===== src/rtl/freq_pkg.sv =====
// Shared definitions for the multi-channel frequency meter: gate encodings,
// gate-length helper and the window-control state type.
package freq_pkg;

    localparam logic [1:0] GATE_1S    = 2'd0;
    localparam logic [1:0] GATE_100MS = 2'd1;
    localparam logic [1:0] GATE_10MS  = 2'd2;
    localparam logic [1:0] GATE_1MS   = 2'd3;

    typedef enum logic {
        RESTART = 1'b0,
        RUN     = 1'b1
    } state_t;

    // Window length in clk cycles for a gate selection.
    function automatic int unsigned gate_cycles(input logic [1:0] sel,
                                                input int unsigned clk_hz);
        int unsigned g;
        g = clk_hz;
        case (sel)
            GATE_1S:    g = clk_hz;
            GATE_100MS: g = clk_hz / 10;
            GATE_10MS:  g = clk_hz / 100;
            GATE_1MS:   g = clk_hz / 1000;
            default:    g = clk_hz;
        endcase
        return g;
    endfunction

endpackage


===== src/rtl/freq_counter_mc_channel.sv =====
// One measurement channel: input synchroniser, rising-edge detector,
// saturating window counter with sticky overflow, and output latch.
module freq_channel #(
    parameter int unsigned CNT_W       = 24,
    parameter int unsigned SYNC_STAGES = 2
) (
    input  logic             clk,
    input  logic             rst,
    input  logic             signal,
    input  logic             clear,
    input  logic             latch,
    output logic [CNT_W-1:0] count_value,
    output logic             overflow
);

    logic [SYNC_STAGES-1:0] sync_q;
    logic                   prev_q;
    logic [CNT_W-1:0]       cnt_q;
    logic                   ovf_q;

    logic                   rise_c;
    logic [CNT_W-1:0]       cnt_next_c;
    logic                   ovf_next_c;

    assign rise_c     = sync_q[SYNC_STAGES-1] & ~prev_q;
    assign cnt_next_c = cnt_q + CNT_W'(rise_c & ~(&cnt_q));
    assign ovf_next_c = ovf_q | (&cnt_next_c);

    // Synchroniser chain and previous-value register for edge detection.
    always_ff @(posedge clk) begin
        if (rst) begin
            sync_q <= '0;
            prev_q <= 1'b0;
        end else begin
            sync_q <= {sync_q[SYNC_STAGES-2:0], signal};
            prev_q <= sync_q[SYNC_STAGES-1];
        end
    end

    // Running saturating counter and sticky overflow for the open window.
    always_ff @(posedge clk) begin
        if (rst || clear) begin
            cnt_q <= '0;
            ovf_q <= 1'b0;
        end else begin
            cnt_q <= cnt_next_c;
            ovf_q <= ovf_next_c;
        end
    end

    // Reported value includes an edge landing on the window's last cycle.
    always_ff @(posedge clk) begin
        if (rst) begin
            count_value <= '0;
            overflow    <= 1'b0;
        end else if (latch) begin
            count_value <= cnt_next_c;
            overflow    <= ovf_next_c;
        end
    end

endmodule


===== src/rtl/freq_counter_mc.sv =====
// Multi-channel frequency meter: shared gate window timer, gate-change
// restart control, hold/valid handling and per-channel instantiation.
module freq_counter_mc
    import freq_pkg::*;
#(
    parameter int unsigned CLK_HZ      = 50_000_000,
    parameter int unsigned CHANNELS    = 4,
    parameter int unsigned CNT_W       = 24,
    parameter int unsigned SYNC_STAGES = 2
) (
    input  logic                      clk,
    input  logic                      rst,
    input  logic [CHANNELS-1:0]       signal,
    input  logic [1:0]                gate_sel,
    input  logic                      hold,
    output logic [CHANNELS*CNT_W-1:0] count_value,
    output logic [CHANNELS-1:0]       overflow,
    output logic                      valid
);

    localparam int unsigned TMR_W = $clog2(CLK_HZ);

    state_t           state_q;
    state_t           state_d;
    logic [1:0]       gate_q;
    logic [TMR_W-1:0] timer_q;
    logic [TMR_W-1:0] last_c;
    logic             gate_chg_c;
    logic             restart_c;
    logic             win_end_c;
    logic             clear_c;
    logic             latch_c;

    assign last_c     = TMR_W'(gate_cycles(gate_q, CLK_HZ) - 1);
    assign gate_chg_c = (gate_sel != gate_q);
    assign win_end_c  = (state_q == RUN) && !gate_chg_c && (timer_q == last_c);
    assign clear_c    = restart_c | win_end_c;
    assign latch_c    = win_end_c & ~hold;

    // Window-control state register.
    always_ff @(posedge clk) begin
        if (rst) state_q <= RESTART;
        else     state_q <= state_d;
    end

    // Next state: a restart lasts one cycle; a gate change aborts a running window.
    always_comb begin
        state_d   = state_q;
        restart_c = 1'b0;
        case (state_q)
            RESTART: begin
                restart_c = 1'b1;
                state_d   = RUN;
            end
            RUN: begin
                if (gate_chg_c) state_d = RESTART;
            end
        endcase
    end

    // Registered gate selection; loaded during reset so release is not seen as a change.
    always_ff @(posedge clk) begin
        gate_q <= gate_sel;
    end

    // Window timer counts 0..G-1 and restarts on window end or abort.
    always_ff @(posedge clk) begin
        if (rst || restart_c || gate_chg_c || win_end_c) timer_q <= '0;
        else                                             timer_q <= timer_q + TMR_W'(1);
    end

    // Completion strobe, suppressed while outputs are held.
    always_ff @(posedge clk) begin
        if (rst) valid <= 1'b0;
        else     valid <= latch_c;
    end

    for (genvar i = 0; i < CHANNELS; i++) begin : g_ch
        freq_channel #(
            .CNT_W      (CNT_W),
            .SYNC_STAGES(SYNC_STAGES)
        ) u_ch (
            .clk        (clk),
            .rst        (rst),
            .signal     (signal[i]),
            .clear      (clear_c),
            .latch      (latch_c),
            .count_value(count_value[i*CNT_W +: CNT_W]),
            .overflow   (overflow[i])
        );
    end

endmodule


===== config.mk =====
export PLATFORM = sky130hd
export DESIGN_NAME = freq_counter_mc
export DESIGN_NICKNAME = d
export VERILOG_FILES = /design/src/rtl/freq_pkg.sv /design/src/rtl/freq_counter_mc_channel.sv /design/src/rtl/freq_counter_mc.sv
export SDC_FILE = /design/constraint.sdc
export NUM_CORES = 1
export LEC_CHECK = 0
export ABC_AREA = 0
export CAP_MARGIN = 20
export CORE_MARGIN = 4
export CORE_UTILIZATION = 50
export CTS_BUF_LIST = sky130_fd_sc_hd__clkbuf_8 sky130_fd_sc_hd__clkbuf_16
export CTS_CLUSTER_DIAMETER = 150
export DETAILED_ROUTE_END_ITERATION = 10
export PLACE_DENSITY_LB_ADDON = 0.25
export SLEW_MARGIN = 20
export SYNTH_ARGS = -nofsm -noshare
export SYNTH_HDL_FRONTEND = slang
export SYNTH_SLANG_ARGS = --single-unit
export TNS_END_PERCENT = 1

===== constraint.sdc =====
create_clock -name clk -period 3.06 [get_ports clk]
set_input_delay 0.306 -clock clk [delete_from_list [all_inputs] [get_ports clk]]
set_output_delay 0.306 -clock clk [all_outputs]
set_load 0.05 [all_outputs]

---- Yosys cells after proc, flatten, opt, wreduce, memory -nomap -nowiden ----
Cells that the tools add are included.
storage, ports and cells
  register bits after elaboration ......... 242
  latch bits .............................. 0
  bits in writable memories ............... 0
  bits in read-only memories .............. 0
  input bits .............................. 9
  output and inout bits ................... 101
  word-level logic and storage cells ...... 83
  memories kept ........................... 0
cells by class
  $add $sub $neg .......................... 6
  multipliers ............................. 0
  divide/modulo/power cells ............... 0
  magnitude comparators ................... 0
  equal/unequal tests ..................... 5
  shift operators ......................... 0
  mux-type cells .......................... 4
  bitwise logic cells ..................... 24
  reductions and logical operators ........ 16
operators by type and width
  operator                 count
  $reduce_and A24 Y1       8
  $pmux W26 S4             1
  $add A24 B24 Y24         4
  $and A1 B24 Y24          4
  $not A1 Y24              4
  $add A26 B1 Y26 const B  1
  $eq A26 B26 Y1           1
  $sub A26 B1 Y26 const B  1
  $not A1 Y1               6
  $and A1 B1 Y1            5
  $or A1 B1 Y1             5
  $eq A2 B2 Y1 const B     2
  $logic_or A1 B1 Y1       4
  $eq A2 B1 Y1 const B     1
  $logic_and A1 B1 Y1      2
  $logic_not A2 Y1         1
  $mux W1                  2
  $ne A2 B2 Y1             1
  $pmux W1 S2              1
  $logic_not A1 Y1         1

---- Depth between registers and ports, before layout ----
Gate-level depths: netlist (run 1).
  word-level depth ........................ 7
  depth in mapped cells ................... 15
  depth with buffers taken out ............ 14

---- Modules after synthesis ----
From an unflattened synthesis (run 1), not the netlist that was laid out.
unflattened totals
  cell total of the unflattened synthesis .. 1,175
  area total of the unflattened synthesis .. 10,627.7 um^2
modules (own cells, without submodules)
  module                           instances  cells each  area each (um^2)  seq. area each (um^2)
  freq_channel (g_ch[0].u_ch ...)  2          234         2,208.4           1,061.0
  freq_channel (g_ch[2].u_ch)      1          273         2,389.8           1,061.0
  freq_channel (g_ch[3].u_ch)      1          247         2,185.8           1,061.0
  freq_counter_mc                  1          187         1,635.3           600.6

---- Worst setup path after synthesis (run 1) ----
No wires, ideal clock.
  path kind ............................... flip-flop to flip-flop
  start point ............................. register g_ch[0].u_ch.cnt_q[5]
  end point ............................... register g_ch[0].u_ch.overflow
  setup time .............................. 57 ps
  arrival ................................. 3,099 ps
  data required time ...................... 3,003 ps
  path slack .............................. -97 ps
  cell stages (with the launch flop) ...... 14
  buffers on the path ..................... 1
  period minus slack after synthesis ...... 3,157 ps
  path through ............................ dfxtp_1 > buf_2 > nand2_1 > nor4_1 > a21oi_1 > ha_1 > ha_1 > nand4_1 > nor4_2 > xnor2_1 > or3_1 > or4_4 > nor4_2 > a21o_1
between the ends
  cells in the longest elaborated chain, start to end .. 6
ends and longest elaborated chain
  what                      RTL line                       text
  start: declaration        freq_counter_mc_channel.sv:18  logic [CNT_W-1:0] cnt_q;
  start signal: assignment  freq_counter_mc_channel.sv:46  cnt_q <= cnt_next_c;
  $reduce_and A24 Y1        freq_counter_mc_channel.sv:26  assign cnt_next_c = cnt_q + CNT_W'(rise_c & ~(&cnt_q));
  $not A1 Y24               freq_counter_mc_channel.sv:26
  $and A1 B24 Y24           freq_counter_mc_channel.sv:26
  $add A24 B24 Y24 *        freq_counter_mc_channel.sv:26
  $reduce_and A24 Y1 *      freq_counter_mc_channel.sv:27  assign ovf_next_c = ovf_q | (&cnt_next_c);
  $or A1 B1 Y1 *            freq_counter_mc_channel.sv:27
  end signal: assignment    freq_counter_mc_channel.sv:58  overflow <= ovf_next_c;
  end: declaration          freq_counter_mc_channel.sv:13  output logic overflow
Every way passes the cells marked *; elsewhere a longest branch is shown, timed or not.
A chain may end at the register's enable or synchronous reset.

---- Worst setup path after layout (run 1) ----
  start point ............................. register g_ch[0].u_ch.cnt_q[17]
  end point ............................... register g_ch[0].u_ch.ovf_q
between the ends
  cells in the longest elaborated chain, start to end .. 6
ends and longest elaborated chain
  what                    RTL line                       text
  $reduce_and A24 Y1      freq_counter_mc_channel.sv:26
  $not A1 Y24             freq_counter_mc_channel.sv:26
  $and A1 B24 Y24         freq_counter_mc_channel.sv:26
  $add A24 B24 Y24 *      freq_counter_mc_channel.sv:26
  $reduce_and A24 Y1 *    freq_counter_mc_channel.sv:27
  $or A1 B1 Y1 *          freq_counter_mc_channel.sv:27
  end signal: assignment  freq_counter_mc_channel.sv:47  ovf_q <= ovf_next_c;
  end: declaration        freq_counter_mc_channel.sv:19  logic ovf_q;
Marked as above.

==> impl_metrics.py, run 1 <==
metrics = {
    "worst_hold_path": {
        "min_to": "g_ch[3].u_ch.overflow$_SDFFE_PP0P_",
        "hold_start": "rst",
        "hold_depth": 4,
        "hold_path_class": "in -> reg",
    },
    "detailed_routing": {
        "drc": 0,
        "wirelength_um": 24900,
        "firstDrtPassIters": 5,
        "num_vias": 8709,
        "drt-wirelength-per-cell_um": 15.1,
        "viasPerCell": 5.27,
        "drt_iter0_markers": 346,
        "antenna_left": 0,
    },
    "floorplan": {
        "fp-row-count": 52,
        "ios": 110,
        "initial_core_util": 0.507,
        "die_area_sq_um": 22900,
        "die_y_um": 151,
        "die_x_um": 151,
        "core_area_sq_um": 20200,
    },
    "timing": {
        "tightestPinTransition_ns": 0.655,
        "finalSetupViolCount": 0,
        "rsz0062_at_grt": "true",
        "fin_crit_ns": 3.01,
        "finalHoldViolations": 0,
        "min_period_over_period": 0.983,
        "clock_skew_ns": 0.0163,
        "slew_viol_final": 0,
        "relSlewSlack": 0.563,
        "max_freq_mhz": 332,
    },
    "power": {
        "ir_worst_vdd_v": 0.000365,
        "p_int_mw": 5.02,
        "p_leak_nw": 4.68,
        "fin_total_pwr_mw": 6.34,
        "p_comb_frac": 0.020,
        "power_frac_seq": 0.500,
        "p_per_area_nw_per_um2": 472,
        "p_sw_mw": 1.32,
        "p_clk_frac": 0.481,
        "switching_share": 0.209,
    },
    "synthesis": {
        "synthDistinctLibCells": 56,
        "syn_nets": 1209,
        "syn_area_sq_um": 10300,
        "ys_seq_area_frac": 0.472,
        "yosys_warnings": 0,
        "avgSynthCellArea_sq_um": 8.68,
        "synth-edff-count": 0,
        "async_flop_share": 0,
        "synth-main-ff-cell": "dfxtp_1",
        "netlist_top_cells_area": "dfxtp_1 (47%), nor2_1 (6.5%), xor2_1 (5.8%)",
        "synth_top_area_share": 0.472,
        "yosys.area.top_type": "dfxtp_1",
        "syn_inst": 1183,
        "synth_seq_cells": 242,
    },
    "global_routing": {
        "grt_pass1_wl_um": 41400,
        "grt_max_degree": 61,
        "grtUsageMet1": 0.306,
        "busiest_layer": "met2",
        "grtUsageTotal": 0.218,
        "antenna_found_initial": 0,
        "use_met3": 0.0314,
        "grt_overflow": 0,
        "grt_use_met2": 0.347,
        "grt_pass1_vias": 8455,
    },
    "final_layout": {
        "antenna_cells": 0,
        "final_util": 0.664,
        "drive_gt1_frac": 0.161,
        "final_nets": 1393,
        "nFillCells": 1630,
        "syn_to_final_growth_pct": 30.9,
    },
    "worst_setup_path": {
        "worst-path-buf-inv": 0,
        "worst_ep_arrival_time_ns": 3.49,
        "rrSetupSlack_ns": 0.05,
        "path_class": "reg -> reg",
        "slowest_stage": "or4_4",
        "worstSetupStartpointType": "flop",
        "crit_required_ns": 3.54,
        "crit_path_cell_trace": "and4_4, nand4_4, nor3_2, a21oi_1, ha_2, ha_1, nand4_1, nor4_2, xnor2_1, or3_1, or4_4, nor4_4, o21ba_1",
        "path_max_fanout": 4,
        "r2r-end": "g_ch[0].u_ch.ovf_q$_SDFF_PP0_",
        "slowest_delay_ns": 0.51,
        "cp_top_family": "simple AND/OR/NAND/NOR gates",
        "end_kind": "flop",
        "r2r_start": "g_ch[0].u_ch.cnt_q[17]$_SDFF_PP0_",
        "r2r_cells": 13,
    },
    "clocking": {
        "clk_latency_ns": 0.53,
        "cts_tree": "yes",
        "cts_htree_levels": 1,
        "cts_sinks": 242,
        "holdBufCountCts": 0,
        "clockBufferDepth": 3,
        "numCtsBuffers": 26,
        "clkSlewWorstSetupHoldPaths_ns": 0.06,
        "cts_root_buf": "clkbuf_16",
    },
    "run_status": {
        "status": "complete, no violations",
    },
    "job": {
        "drv_cap": 0,
    },
    "place": {
        "gp_congestion": 0.934,
        "portBuffers": 109,
        "place_hpwl_um": 17700,
    },
}
==> metrics by stage <==
stage | instance area, sq um | cells | hold slack (ns) | worst slack (ns) | setup TNS [ns]
floorplan | 10300 | 1183 | 0.334 | 0.00165 | 0
global placement | 12300 | 1608 | 0.416 | 0.0680 | 0
detailed placement | 12300 | 1608 | 0.435 | -0.0567 | -0.110
global route | 13400 | 1653 | 0.240 | -0.177 | -0.557
finish | 13400 | 1653 | 0.204 | 0.0505 | 0
CTS | 13200 | 1652 | 0.181 | 0.00406 | 0
==> Yosys cell counts (2+ instances only) <==
cell,number
dfxtp_1,242
nor2_1,177
nand2_1,150
xor2_1,68
a21oi_1,59
xnor2_1,57
nand3_1,53
a211oi_1,51
nor2b_1,50
clkbuf_1,42
nand4_1,42
inv_1,28
nor3_1,20
ha_1,17
nor4_1,17
and3_1,11
buf_2,10
and4_1,7
nand2b_1,7
nor4_2,6
buf_4,5
nand4b_1,5
nor3b_1,4
o21ai_0,4
or2_2,4
or3_1,4
a31oi_1,3
nor4b_1,3
or4_1,3
buf_1,2
mux2_2,2
nand3b_1,2
nand4_4,2
o2111ai_1,2
o31ai_1,2
or4_4,2
==> logic make-up (layout without fill, tap and decap cells) <==
group | Yosys count | after routing | share of synthesized area
simple gates | 578 | 578 | 0.282
mux | 3 | 3 | 0.00317
compound gates | 131 | 131 | 0.0813
buf+inv | 87 | 287 | 0.0348
flops | 242 | 242 | 0.472
xor+xnor | 125 | 125 | 0.107
fa+ha+maj | 17 | 17 | 0.0207
==> placed cells by master, fill, tap and decap left out, types with 5 or more instances in the layout <==
| master | n |
|---|---|
| clkdlybuf4s50_1 | 108 |
| nand2b_1 | 7 |
| and4_1 | 6 |
| nand4_1 | 42 |
| nor2b_1 | 50 |
| ha_1 | 13 |
| clkbuf_16 | 27 |
| a21oi_1 | 57 |
| nand3_1 | 48 |
| and3_1 | 10 |
| clkbuf_8 | 6 |
| xnor2_1 | 54 |
| nor4_4 | 6 |
| dfxtp_1 | 231 |
| buf_4 | 102 |
| nand2_1 | 150 |
| nor4_1 | 9 |
| nor3_1 | 17 |
| dfxtp_2 | 10 |
| nand4b_1 | 5 |
| a211oi_1 | 48 |
| inv_1 | 31 |
| nor4_2 | 9 |
| nor2_1 | 176 |
| xor2_1 | 67 |
==> flip-flops by register name, summed over array words and instances (netlist names) <==
name	flops
valid	1
state_q	1
g_ch.u_ch.prev_q	4
timer_q	26
g_ch.u_ch.sync_q	8
g_ch.u_ch.cnt_q	96
g_ch.u_ch.overflow	4
g_ch.u_ch.count_value	96
g_ch.u_ch.ovf_q	4
gate_q	2
==> worst min-delay path, cell delays in order <==
cell and delay, ns:
buf_4 0.11, inv_1 0.12, nand2_1 0.08, o21ai_1 0.06
==> final cells by class <==
| type | count | area, sq um | share of cell area |
|---|---|---|---|
| multi-input cells | 854 | 5340 | 0.397 |
| clock buffers | 33 | 758 | 0.0564 |
| clock inverters | 11 | 85.1 | 0.00633 |
| repair buffers | 215 | 1950 | 0.145 |
| inverters | 28 | 105 | 0.00782 |
| well taps | 270 | 338 | 0.0251 |
| flip-flops and latches | 242 | 4860 | 0.362 |
==> per-layer routing <==
| layer | share of wire | wire, um | vias up |
|---|---|---|---|
| met5 | 0 | 0 | - |
| met4 | 0.031 | 763 | 0 |
| met3 | 0.041 | 1020 | 57 |
| met2 | 0.46 | 11400 | 206 |
| met1 | 0.47 | 11700 | 4057 |
| li1 | - | - | 4389 |
==> worst max path at each step <==
stage | start | to | slack [ns] | depth (start not counted)
final | g_ch[0].u_ch.cnt_q[17]$_SDFF_PP0_ | g_ch[0].u_ch.ovf_q$_SDFF_PP0_ | 0.05 | 13
after global routing | g_ch[3].u_ch.cnt_q[8]$_SDFF_PP0_ | g_ch[3].u_ch.overflow$_SDFFE_PP0P_ | -0.18 | 13
after CTS | g_ch[3].u_ch.cnt_q[16]$_SDFF_PP0_ | g_ch[3].u_ch.ovf_q$_SDFF_PP0_ | 0.004 | 14
after detailed placement | g_ch[0].u_ch.cnt_q[17]$_SDFF_PP0_ | g_ch[0].u_ch.overflow$_SDFFE_PP0P_ | -0.06 | 13
after global placement | g_ch[0].u_ch.cnt_q[17]$_SDFF_PP0_ | g_ch[0].u_ch.overflow$_SDFFE_PP0P_ | 0.07 | 13
after floorplan | g_ch[0].u_ch.cnt_q[5]$_SDFF_PP0_ | g_ch[0].u_ch.overflow$_SDFFE_PP0P_ | 0.002 | 13
==> power by group through the flow <==
stage                     registers [mW]  clock network, mW  logic (mW)
final                               3.17               3.05       0.125
after global routing                3.17               3.25       0.138
after CTS                           3.17               3.12       0.126
after detailed placement            3.24                  0       0.125
after global placement              3.24                  0       0.123
after floorplan                     3.24                  0      0.0815
==> repair_timing <==
item | 4_1_cts | 5_1_grt
gates cloned | 0 | 0
pin swaps | 3 | 12
setup endpoints to repair | 4 | 17
buffers inserted | 0 | 1
resized for setup | 7 | 49
Power figures use the tool's default switching activity.
==> run 2: changes to the inputs <==
--- a/config.mk
+++ b/config.mk
@@ -7,7 +7,7 @@
 export LEC_CHECK = 0
 export ABC_AREA = 0
 export CAP_MARGIN = 20
-export CORE_MARGIN = 4
+export CORE_MARGIN = 3
 export CORE_UTILIZATION = 50
 export CTS_BUF_LIST = sky130_fd_sc_hd__clkbuf_8 sky130_fd_sc_hd__clkbuf_16
 export CTS_CLUSTER_DIAMETER = 150
==> constraint.sdc (replaced) <==
create_clock -name clk -period 3.4 [get_ports clk]
set_input_delay 0.34 -clock clk [delete_from_list [all_inputs] [get_ports clk]]
set_output_delay 0.34 -clock clk [all_outputs]
set_load 0.05 [all_outputs]
==> run 2 against run 1 <==
  * Total power fell by 11%
  * Sequential share of layout area is 2.0 points higher
  * Global-route usage down 0.47 points
  * First-iteration DRC count is 55% higher
  * Worst setup slack improved by 0.12 ns
==> impl_metrics.py, run 2 (synthesis gave the netlist of run 1 again) <==
metrics = {
    "run_status": {
        "status": "complete, no violations",
    },
    "floorplan": {
        "die_area_sq_um": 22300,
        "core_area_sq_um": 19800,
        "die_x_um": 149,
        "ios": 110,
        "die_y_um": 149,
        "initial_core_util": 0.517,
        "fp-row-count": 51,
    },
    "final_layout": {
        "final_nets": 1316,
        "syn_to_final_growth_pct": 23.7,
        "antenna_cells": 0,
        "final_common_cell": "dfxtp_1",
        "reg_top3": "g_ch.u_ch.cnt_q (96), g_ch.u_ch.count_value (96), timer_q (26)",
        "nFillCells": 1690,
        "drive_gt1_frac": 0.0888,
        "most-common-layout-cells": "dfxtp_1 (238), nor2_1 (175), nand2_1 (150)",
    },
    "global_routing": {
        "grt_max_degree": 101,
        "grtUsageTotal": 0.213,
        "antenna_found_initial": 0,
        "grt_pass1_vias": 7993,
        "grt_overflow": 0,
        "grt_pass1_wl_um": 39900,
    },
    "worst_setup_path": {
        "slowest_stage": "or4_4",
        "path_max_fanout": 4,
        "worst_ep_arrival_time_ns": 3.68,
        "crit_required_ns": 3.86,
        "worstSetupStartpointType": "flop",
        "end_kind": "flop",
        "crit_path_cell_trace": "and4_4, nand4_4, nor3_1, a21oi_1, ha_2, ha_4, nand4_1, nor4_2, xnor2_1, or3_1, or4_4, nor4_4, o21ba_1",
        "slowest_delay_ns": 0.44,
        "path_class": "reg -> reg",
    },
    "worst_hold_path": {
        "hold_path_class": "in -> reg",
    },
    "timing": {
        "clock_skew_ns": 0.00864,
        "relSlewSlack": 0.469,
        "finalSetupViolCount": 0,
        "tightestPinTransition_ns": 0.796,
        "max_freq_mhz": 310,
        "fin_setup_tns_ns": 0,
        "fin_crit_ns": 3.23,
        "min_period_over_period": 0.949,
        "rsz0062_at_grt": "true",
        "finalHoldViolations": 0,
        "slew_viol_final": 0,
    },
    "power": {
        "p_sw_mw": 1.16,
        "ir_worst_vdd_v": 0.000300,
        "p_int_mw": 4.51,
        "p_leak_nw": 4.26,
        "p_per_area_nw_per_um2": 446,
        "switching_share": 0.204,
        "power_frac_seq": 0.503,
        "fin_total_pwr_mw": 5.67,
        "p_clk_frac": 0.478,
        "p_comb_frac": 0.019,
    },
    "detailed_routing": {
        "wirelength_um": 24200,
        "drt_iter0_markers": 537,
        "firstDrtPassIters": 5,
        "viasPerCell": 5.36,
        "num_vias": 8420,
        "antenna_left": 0,
        "drt-wirelength-per-cell_um": 15.4,
        "drc": 0,
    },
    "place": {
        "portBuffers": 109,
        "gp_congestion": 0.881,
        "place_hpwl_um": 16600,
    },
    "clocking": {
        "cts_tree": "yes",
        "cts_htree_levels": 1,
        "cts_root_buf": "clkbuf_16",
        "clk_latency_ns": 0.51,
        "numCtsBuffers": 25,
        "cts_sinks": 242,
        "clockBufferDepth": 3,
        "clkSlewWorstSetupHoldPaths_ns": 0.06,
        "holdBufCountCts": 0,
    },
    "job": {
        "drv_cap": 0,
    },
}
-- run 2: cell count changes in the layout (fill, tap and decap cells not counted), sizes merged --
cell	change
buf	-76
clkinv	-3
inv	+3
bufinv	+1
clkbuf	-1
-- run 2: per-layer routing --
layer / up-vias / share of wire / track usage
met2: 207 / 0.47 / 0.349
met5: - / 0 / 0
met3: 36 / 0.052 / 0.0328
met4: 0 / 0.021 / 0.0481
met1: 3946 / 0.46 / 0.298
li1: 4231 / - / -
-- run 2: power by group through the flow --
stage	Combinational, mW	Clock (mW)	Sequential [mW]
floorplan	0.0733	0	2.91
global placement	0.106	0	2.91
detailed placement	0.107	0	2.91
CTS	0.107	2.78	2.85
global route	0.118	2.89	2.85
finish	0.107	2.71	2.85
-- run 2: final cells by class --
type,count,area [sq um],share of cell area
Clock buffer,32,722,0.0568
Clock inverter,12,108,0.00847
Inverter,28,105,0.00827
Multi-Input combinational cell,854,5210,0.410
Sequential cell,242,4850,0.382
Tap cell,265,332,0.0261
Timing Repair Buffer,139,1380,0.108
-- run 2: what timing repair did --
| action | in CTS | in global routing |
|---|---|---|
| setup endpoints to repair | 0 | 8 |
| resized for setup | 0 | 27 |
| buffers inserted | 0 | 2 |
-- run 2: final timing paths --
check / from / endpoint / slack (ns) / depth (start not counted)
worst min-delay path: rst / g_ch[2].u_ch.count_value[10]$_SDFFE_PP0P_ / 0.26 / 2
worst min register to register: g_ch[0].u_ch.sync_q[0]$_SDFF_PP0_ / g_ch[0].u_ch.sync_q[1]$_SDFF_PP0_ / 0.44 / 1
worst max-delay path: g_ch[0].u_ch.cnt_q[17]$_SDFF_PP0_ / g_ch[0].u_ch.ovf_q$_SDFF_PP0_ / 0.17 / 13
worst max register to register: g_ch[0].u_ch.cnt_q[17]$_SDFF_PP0_ / g_ch[0].u_ch.ovf_q$_SDFF_PP0_ / 0.17 / 13
-- run 2: through the flow --
step	std cells	utilization	hold slack (ns)	setup slack [ns]	cell area, sq um
after floorplan	1183	-	0.368	0.243	10300
after global placement	1526	0.591	0.417	0.194	11700
after detailed placement	1526	0.591	0.431	0.0556	11700
after CTS	1570	0.633	0.245	0.00984	12600
after global routing	1572	0.640	0.273	-0.0545	12700
final	1572	0.640	0.262	0.173	12700
-- run 2: worst max-delay path: cells and delay by family, from the launching register on --
kind | cells | cell delay [ns]
and+or+nand+nor | 8 | 2.01
adders and majority gates | 2 | 0.40
DFF | 1 | 0.34
AOI/OAI and AO/OA | 2 | 0.32
xor gates and xnor gates | 1 | 0.13
==> patch 1 (config.mk and constraints of run 2) <==
Change the parameter `CLK_HZ` from 50_000_000 to 25_000_000.
--- a/src/rtl/freq_counter_mc.sv
+++ b/src/rtl/freq_counter_mc.sv
@@ -4,5 +4,5 @@
     import freq_pkg::*;
 #(
-    parameter int unsigned CLK_HZ      = 50_000_000,
+    parameter int unsigned CLK_HZ      = 25_000_000,
     parameter int unsigned CHANNELS    = 4,
     parameter int unsigned CNT_W       = 24,
Function: no difference found for any inputs over 10 cycles, from zero or initial values and one cycle with rst high; that may be too few to reach the edited logic, so the function may still have changed.
==> patch 1 against run 2 <==
  * Total power grew 4.1%
  * First-iteration DRC count down 31%
  * Critical path type unchanged
  * Largest cell class unchanged
  * Synthesized area down 0.79%
  * Critical endpoint is now g_ch[2].u_ch.overflow
  * Highest routed layer is now met5
  * Critical path depth is the same
  * Die area down 0.76%
  * Hold slack improved by 0.051 ns
  * Largest power group is now clock
  * Global-route usage decreased by 0.12 points
  * Sequential cell count is 1 lower
  * Design area rose by 0.26%
  * Setup slack better by 0.0070 ns
  * Routed wire length decreased by 2.7%
==> patch 1: results (changes against run 2) <==
Placed design
  • Cell area after placement: 0.0117 sq mm (about the same)
  • Estimated wirelength of the detail-placed design: 16400 microns (was 16600 microns)
  • Post-placement worst setup slack: 0.0832 ns (was 0.0556 ns)

Detailed routing
  • Routed via count: 8328 (was 8420)
  • Number of DRC violations after detailed-routing iteration 0: 368 (was 537)
  • Count of TritonRoute iterations in the first routing pass: 4 (was 5)

Yosys
  • Share of synthesized area occupied by flip-flops and latches: 47.4% (was 47.2%)
  • Top cells by area, synth: dfxtp_1, nor2_1, xor2_1 (unchanged)
  • Count of cell types in the netlist: 64 (was 56)
  • Average cell area after synthesis: 8.80 sq um (was 8.68 sq um)
  • Synthesized Nets: 1185 (was 1209)

Clock tree
  • Clock Latency Late Sink: 0.53 ns (was 0.51 ns)

GRT
  • Global-route usage over all layers: 21.2% (was 21.3%)
  • Vias in the first global route: 8087 (was 7993)
  • Global-route wire length before repair: 39500 microns (was 39900 microns)

Worst setup path
  • Critical path peak fanout: 6 (was 4)
  • Highest-delay cell along the critical path: nor4_1 (was or4_4)
  • Critical Path Sink: g_ch[2].u_ch.overflow (was g_ch[0].u_ch.ovf_q)
  • Startpoint of the most critical setup path: g_ch[2].u_ch.cnt_q[17] (was g_ch[0].u_ch.cnt_q[17])
  • Peak per-stage delay on the critical path: 0.36 ns (was 0.44 ns)

Power and ir drop
  • Sw Pwr: 0.00122 W (was 0.00116 W)
  • Standby leakage power: 4.27 nW (was 4.26 nW)

Final layout
  • Fraction of final layout cells with drive strength greater than 1: 9.75% (was 8.88%)
  • Layout Nets: 1301 (was 1316)
  • Largest registers: g_ch.u_ch.cnt_q: 96 flops, g_ch.u_ch.count_value: 96 flops, timer_q: 25 flops (was g_ch.u_ch.cnt_q: 96 flops, g_ch.u_ch.count_value: 96 flops, timer_q: 26 flops)
  • Non-filler instance count after layout: 1557 (was 1572)

Timing
  • Hold_ws: 0.313 ns (was 0.262 ns)
  • Fmax: 0.311 GHz (was 0.310 GHz)
  • Setup Skew: 0.0117 ns (was 0.00864 ns)
  • Remaining max-slew budget at the tightest pin: 57.5% (was 46.9%)

Status
  • Run status: finished clean (unchanged)
[patch 1: area by class of cell]
type,count,area (sq um)
Fill cell,1682,6980
Sequential cell,241,4830
Inverter,18,67.6
Tap cell,265,332
Clock buffer,29,681
Multi-Input combinational cell,829,5120
Clock inverter,17,223
Timing Repair Buffer,158,1480
[patch 1: cell families after synthesis]
group	share of synthesized area, %
AO/OA/AOI/OAI	9.54
XOR/XNOR	10.6
adder cells (fa/ha/maj)	2.33
buffers and inverters	3.54
flip-flops	47.4
AND/OR/NAND/NOR	26.7
[patch 1: what timing repair did]
| item | CTS | global route |
|---|---|---|
| resized for setup | 0 | 20 |
| buffers inserted | 0 | 3 |
| endpoints found under the setup margin | 0 | 8 |
[patch 1: power by group through the flow]
stage	clock (W)	combinational [W]	sequential [W]
3_5_place_dp	0	0.000109	0.00290
3_3_place_gp	0	0.000108	0.00290
5_1_grt	0.00313	0.000119	0.00284
4_1_cts	0.00301	0.000110	0.00284
2_1_floorplan	0	0.0000729	0.00290
6_report	0.00296	0.000108	0.00284
[patch 1: routing by layer]
| metal | up-vias | GRT usage (%) | part of all wire (%) |
|---|---|---|---|
| li1 | 4220 | - | - |
| met1 | 3879 | 27.7 | 45 |
| met2 | 170 | 35.8 | 47 |
| met3 | 57 | 3.71 | 4.3 |
| met4 | 2 | 6.82 | 3.0 |
| met5 | - | 0 | 0.055 |
[patch 1: critical path, delay by kind of cell (launching register included)]
family / cells / cell delay [ns]
AO/OA/AOI/OAI: 2 / 0.28
XOR/XNOR: 1 / 0.18
adder cells (fa/ha/maj): 1 / 0.20
buffers and inverters: 2 / 0.43
flip-flops: 1 / 0.34
AND/OR/NAND/NOR: 7 / 1.72
==> patch 2 (flow settings as in run 2) <==
Made on the original files. Make the reset (`rst`) asynchronous in 4 clocked blocks.
--- a/src/rtl/freq_counter_mc_channel.sv
+++ b/src/rtl/freq_counter_mc_channel.sv
@@ -28,5 +28,5 @@
 
     // Synchroniser chain and previous-value register for edge detection.
-    always_ff @(posedge clk) begin
+    always_ff @(posedge clk or posedge rst) begin
         if (rst) begin
             sync_q <= '0;
@@ -50,5 +50,5 @@
 
     // Reported value includes an edge landing on the window's last cycle.
-    always_ff @(posedge clk) begin
+    always_ff @(posedge clk or posedge rst) begin
         if (rst) begin
             count_value <= '0;
--- a/src/rtl/freq_counter_mc.sv
+++ b/src/rtl/freq_counter_mc.sv
@@ -39,5 +39,5 @@
 
     // Window-control state register.
-    always_ff @(posedge clk) begin
+    always_ff @(posedge clk or posedge rst) begin
         if (rst) state_q <= RESTART;
         else     state_q <= state_d;
@@ -71,5 +71,5 @@
 
     // Completion strobe, suppressed while outputs are held.
-    always_ff @(posedge clk) begin
+    always_ff @(posedge clk or posedge rst) begin
         if (rst) valid <= 1'b0;
         else     valid <= latch_c;
Check against the original RTL: same outputs for any inputs over 10 cycles, from zero or initial values and one cycle with rst high; that may be too few to reach the edited logic, so the function may still have changed.
==> patch 2 against run 2 <==
  * Sequential cell count unchanged
  * Synthesized area down 1.3%
  * Routed wire length down 10%
  * Total power up 4.0%
  * Design area down 0.13%
  * First-iteration DRC count down 16%
  * Clock power up 5%
  * Sequential power up 1%
  * Setup slack worse by 0.062 ns
==> patch 2: results (changes against run 2) <==
Yosys
  • Share of synthesized area occupied by flip-flops and latches: 53.4% (was 47.2%)
  • Adder-cell share of the synthesized area: 2.10% (was 2.07%)
  • Xor and xnor area share after synthesis: 10.5% (was 10.7%)
  • Top cells by area, synth: dfrtp_1, dfxtp_1, nor2_1 (was dfxtp_1, nor2_1, xor2_1)
  • Post-synthesis compound-gate area fraction: 6.73% (was 8.13%)
  • Number of cells produced by synthesis: 1092 (was 1183)

Worst setup path
  • Worst path arrival time: 3.69 ns (was 3.68 ns)
  • Peak per-stage delay on the critical path: 0.58 ns (was 0.44 ns)
  • Critical path peak fanout: 7 (was 4)

Clock tree
  • Count of instances resized after the clock tree is built: 1 (was 0)

Final layout
  • Sequential cell area: 0.00542 sq mm (was 0.00485 sq mm)
  • Fraction of area in multi-input gates: 35.6% (was 41.0%)
  • Combined area of the multi-input logic cells: 0.00451 sq mm (was 0.00521 sq mm)
  • Final non-clock buffer share: 11.3% (was 10.8%)
  • Layout clock area frac: 7.02% (was 6.53%)
  • Fraction of final layout cells with drive strength greater than 1: 9.25% (was 8.88%)
  • Number of non-clock buffers: 149 (was 139)

Detailed routing
  • Number of DRC violations after detailed-routing iteration 0: 450 (was 537)
  • Routed via count: 7957 (was 8420)
  • DR WL met3: 919 microns (was 1270 microns)
  • Post-DR wirelength/cell: 14.5 microns (was 15.4 microns)
  • Routed met1 length: 9970 microns (was 11100 microns)
  • Final WL: 21800 microns (was 24200 microns)
  • WL met2: 10400 microns (was 11300 microns)

Placed design
  • Cell area after placement: 0.0117 sq mm (about the same)
  • Number of instances in the placed design: 1459 (was 1526)

Timing
  • Setup Skew: 0.0128 ns (was 0.00864 ns)

Status
  • Run status: finished clean (unchanged)

Power and ir drop
  • Combinational fraction of design power: 2.8% (was 1.9%)
  • Clock net power: 0.00285 W (was 0.00271 W)
  • Reg power frac: 49.0% (was 50.3%)
  • Peak supply drop: 0.451 mV (was 0.300 mV)
  • Sw Pwr: 0.00121 W (was 0.00116 W)

GRT
  • GR Layer Usage met3: 3.60% (was 3.28%)
  • Global routing met2 resource utilization: 33.8% (was 34.9%)
  • Vias in the first global route: 7768 (was 7993)
  • Global-route wire length before repair: 37500 microns (was 39900 microns)
  • Global-route usage over all layers: 20.2% (was 21.3%)
  • Maximum number of pins on one net before global-route repair: 135 (was 101)
  • Grt met1 use: 27.7% (was 29.8%)
patch 2: changes by cell type after synthesis, moves of 9 or more:
cell      delta
dfxtp_1    -114
xnor2_1     +13
nor2b_1     -49
nand2_1     -10
nor2_1       -9
xor2_1      -17
a21oi_1     -48
o21ai_0     +95
a211oi_1    -51
dfrtp_1    +114
and3_1       +9
patch 2: worst paths after layout:
| check | startpoint | endpoint | slack, ns | depth (start not counted) |
|---|---|---|---|---|
| hold reg to reg | g_ch[1].u_ch.sync_q[0] | g_ch[1].u_ch.sync_q[1] | 0.35 | 0 |
| setup reg to reg | g_ch[3].u_ch.cnt_q[11] | g_ch[3].u_ch.overflow | 0.11 | 13 |
| setup / recovery | g_ch[3].u_ch.cnt_q[11] | g_ch[3].u_ch.overflow | 0.11 | 13 |
| hold / removal | signal[0] | g_ch[0].u_ch.sync_q[0] | 0.26 | 1 |
| max in group asynchronous | rst | g_ch[1].u_ch.count_value[21] | 2.53 | 3 |
| min in group asynchronous | rst | g_ch[0].u_ch.prev_q | 0.46 | 3 |
